[src/rtl/ras_ckpt.sv]
// Return-address stack with checkpoint recovery for branch-mispredict repair.
// Ports: clk/rst, flush, push/pop requests, recover inputs; top/ckpt outputs, overflow/underflow pulses.
module ras_ckpt #(
  parameter int ENTRIES_NUM = 8,
  parameter int DATA_WIDTH  = 32,
  localparam int PTR_W = $clog2(ENTRIES_NUM),
  localparam int CNT_W = PTR_W + 1
) (
  input  logic                  clk,
  input  logic                  rst,
  input  logic                  flush,
  input  logic                  push_req,
  input  logic                  pop_req,
  input  logic [DATA_WIDTH-1:0] push_data,
  input  logic                  recover_req,
  input  logic [PTR_W-1:0]      recover_ptr,
  input  logic [CNT_W-1:0]      recover_cnt,
  input  logic [DATA_WIDTH-1:0] recover_data,
  output logic [DATA_WIDTH-1:0] top_data,
  output logic                  top_valid,
  output logic [PTR_W-1:0]      ckpt_ptr,
  output logic [CNT_W-1:0]      ckpt_cnt,
  output logic                  overflow,
  output logic                  underflow
);

  localparam logic [CNT_W-1:0] FULL = CNT_W'(ENTRIES_NUM);

  logic [DATA_WIDTH-1:0] mem [ENTRIES_NUM];
  logic [PTR_W-1:0]      tos;
  logic [CNT_W-1:0]      cnt;
  logic [PTR_W-1:0]      tos_inc;
  logic [PTR_W-1:0]      tos_dec;

  // Pointer arithmetic wraps naturally: depth is a power of two.
  assign tos_inc = tos + 1'b1;
  assign tos_dec = tos - 1'b1;

  assign top_data  = mem[tos];
  assign top_valid = (cnt != '0);
  assign ckpt_ptr  = tos;
  assign ckpt_cnt  = cnt;

  always_ff @(posedge clk) begin
    overflow  <= 1'b0;
    underflow <= 1'b0;
    if (rst) begin
      tos <= '0;
      cnt <= '0;
      for (int i = 0; i < ENTRIES_NUM; i++) mem[i] <= '0;
    end else if (flush) begin
      tos <= '0;
      cnt <= '0;
    end else if (recover_req) begin
      tos <= recover_ptr;
      cnt <= (recover_cnt > FULL) ? FULL : recover_cnt;
      if (recover_cnt != '0) mem[recover_ptr] <= recover_data;
    end else if (push_req && pop_req) begin
      // Return immediately followed by a call: replace top in place.
      mem[tos] <= push_data;
      if (cnt == '0) cnt <= CNT_W'(1);
    end else if (push_req) begin
      tos          <= tos_inc;
      mem[tos_inc] <= push_data;
      // When full, tos+1 is the oldest slot, so it is overwritten.
      if (cnt == FULL) overflow <= 1'b1;
      else             cnt      <= cnt + 1'b1;
    end else if (pop_req) begin
      if (cnt == '0) begin
        underflow <= 1'b1;
      end else begin
        tos <= tos_dec;
        cnt <= cnt - 1'b1;
      end
    end
  end

endmodule

[config.mk]
export PLATFORM = sky130hd
export DESIGN_NAME = ras_ckpt
export DESIGN_NICKNAME = d
export VERILOG_FILES = /design/src/rtl/ras_ckpt.sv
export SDC_FILE = /design/constraint.sdc
export NUM_CORES = 1
export LEC_CHECK = 0
export CAP_MARGIN = 25
export CORE_UTILIZATION = 30
export CTS_CLUSTER_SIZE = 25
export DETAILED_ROUTE_END_ITERATION = 12
export GPL_TIMING_DRIVEN = 0
export PLACE_DENSITY = 0.5
export SYNTH_ARGS = -nofsm -noshare
export SYNTH_HDL_FRONTEND = slang
export SYNTH_SLANG_ARGS = --single-unit
[constraint.sdc]
create_clock -name clk -period 4.2 [get_ports clk]
set_input_delay 0.63 -clock clk [delete_from_list [all_inputs] [get_ports clk]]
set_output_delay 0.63 -clock clk [all_outputs]
set_load 0.03 [all_outputs]
==> reports/metrics.csv <==
metric,value,unit
clock_tree.root_cell,clkbuf_16,
critPathMaxStageDelay,700,ps
ctsResizeCount,0,
final-seq-area,7930,um^2
synth-seq-cells,268,
grt_pass1_wl,56.4,mm
setup_viol,0,
pwr_density_cell,405,nW/um^2
ys_async_sr_fraction,0,%
worst_ep_required_time,3570,ps
final.setup_skew,9.91,ps
netSwitchingFraction,25.2,%
first_iter_violations,582,
cts.sinks,268,
grt_usage,18.1,%
p_switching,0.00159,W
routedWlPerCell,24.4,um
worst_setup_path_start_kind,flip-flop,
postRouteAntennaNets,0,
slowest_stage,clkbuf_1,
cts_setup_buffers,0,
drv_slew,0,
cts_hold_buf,0,
vias,8202,
p_int,0.00471,W
clkPwrFrac,37.9,%
rsz0062_at_grt,no,
crit_fanout,10,
placeableCoreArea,41100,um^2
grt_pass1_vias,8627,
hold_viol_final,0,
power,0.00630,W
cts_buffers,30,
syn_area,12600,um^2
ys_types,54,
syn_inst,840,
crit_buf_inv,3,
worst_setup_path_end_kind,output pin,
grt_remaining_overflow,0,
antenna_found_initial,0,
pre_cts_slack,237,ps
postRouteWirelength,37.8,mm
drc,5,
fin_crit_sh,97.9,%
yosys_warnings,0,
max_freq,243,MHz
tightest_slew,1130,ps
cts_tree,built,
leakage,5.00,nW
whs,576,ps
final_cells,1551,
diodes,0,
setup_ws,89.1,ps
syn_nets,922,
drt_pre_antenna_iters,8,
crit_family,buffers and inverters,
final_cell_mix,"261 x nor3_1, 256 x edfxtp_1, 118 x clkdlybuf4s50_1, 64 x mux4_2",
rows,74,
final_nets,1080,
drive_gt1_share,21.1,%
nFillCells,3989,
final_common_cell,nor3_1,
synth_flop_cell,edfxtp_1,
irDropWorstVdd,0.000301,V
pin_count,119,
seq_power_share,48.5,%
multi_input_area,4220,um^2
relSlewSlack,22.5,%
synth_edf_count,256,
ys_seq_area_share,63.1,%
cts_buffer_depth,3,
critPathArrivalTime,3480,ps
vias_per_cell,5.29,
port_buffers,118,
drv_cap,0,
path_common_cell,clkbuf_1,
h-tree-depth,1,
utilization,37.8,%
fp.dieH,207,um
grt_max_degree,25,
dp_hpwl,25.0,mm
path_clk_slew,50,ps
area_delta_synth_final,23.7,%
clk_latency,550,ps
syn_avg_cell_area,15.0,um^2
status,"finished, violations left",
place_congestion,0.775,
crit_chain,"clkbuf_1, clkbuf_1, mux4_2, mux2_2, clkdlybuf4s50_1",
die_w,207,um
die-area,42700,um^2
pwr-share-comb,13.5,%
fin_crit,4110,ps
hold_class,flip-flop to flip-flop,
start_util,30.6,%
violations,DRC,
critPathKind,flip-flop to output pin,
dp_cells,1498,
## per-layer routing
layer	wire, um	share of wire (%)	track usage, %	up-vias
met5	0	0	0	-
met4	397	1.1	2.97	0
met3	1990	5.3	2.59	34
met2	18400	49	30.4	247
met1	17000	45	25.1	4234
li1	-	-	-	3687
## kinds of logic (layout without fill, tap and decap cells)
kind of cell               Yosys count  after routing  share of synthesized area, %
buffers and inverters               91            270                          4.02
and+or+nand+nor                    294            294                          12.1
AOI/OAI and AO/OA                   44             44                          2.55
muxes                              133            133                          17.3
DFF                                268            268                          63.1
adders and majority gates            5              5                         0.558
xor gates and xnor gates             5              5                         0.349
## per-stage QoR
| stage | instance area, um^2 | TNS [ps] |
|---|---|---|
| 6_report | 15500 | 0 |
| 5_1_grt | 15500 | 0 |
| 4_1_cts | 15500 | 0 |
| 3_5_place_dp | 14700 | 0 |
| 3_3_place_gp | 14400 | -508390 |
| 2_1_floorplan | 12600 | 0 |
## cell type report
class / instances / area share [%]
plain buffers: 82 / 3.03
clock buffers: 42 / 5.26
flip-flops and latches: 268 / 51.0
clock inverters: 11 / 0.338
repair buffers: 126 / 8.73
inverters: 9 / 0.217
multi-input cells: 481 / 27.1
well taps: 532 / 4.28
## tightest hold or removal path, stage by stage (launching register included)
cell     delay (ps)
dfxtp_1         370
nand3_1          90
a21oi_1          60
## final timing paths
check,startpoint,to,slack [ps],depth (start not counted)
worst max register to register,ckpt_ptr[0],mem[7][17],900,9
worst min-delay path,ckpt_cnt[0],ckpt_cnt[0],580,2
worst max-delay path,flip-flop,top_data[0],90,5
worst min register to register,ckpt_cnt[0],ckpt_cnt[0],580,2
## Yosys cell counts (2+ instances only)
cell type  number  area, um^2
nor3_1        261        1310
edfxtp_1      256        7690
mux4_2         64        1440
buf_2          35         175
mux2_2         35         394
mux2i_1        34         340
clkbuf_1       22        82.6
dfxtp_1        12         240
buf_6          11         124
buf_4          10        75.1
o21bai_1        9        67.6
a21oi_1         8        40.0
inv_1           8        30.0
nand2_1         8        30.0
buf_1           4        15.0
ha_1            4        50.1
nor2_1          4        15.0
a21o_1          3        22.5
o21ai_0         3        15.0
o22ai_1         3        18.8
xnor2_1         3        26.3
a211oi_1        2        15.0
and4_1          2        17.5
nand2b_1        2        12.5
nand3_1         2        10.0
nand3b_1        2        15.0
nor2b_1         2        12.5
nor4_1          2        12.5
o21ai_1         2        10.0
o31ai_1         2        15.0
xor2_1          2        17.5
## registers in the layout (all words and copies together) (netlist names), named ones only
signal / cells
mem: 256
underflow: 1
ckpt_ptr: 3
ckpt_cnt: 4
overflow: 1
## power groups by stage
stage	clock network, W	logic [W]	registers, W
2_1_floorplan	0	0.000470	0.00312
4_1_cts	0.00242	0.000866	0.00306
6_report	0.00239	0.000853	0.00306
5_1_grt	0.00252	0.000908	0.00307
3_5_place_dp	0	0.000864	0.00311
3_3_place_gp	0	0.000828	0.00313
No activity file was read; power rests on OpenSTA's default activity.
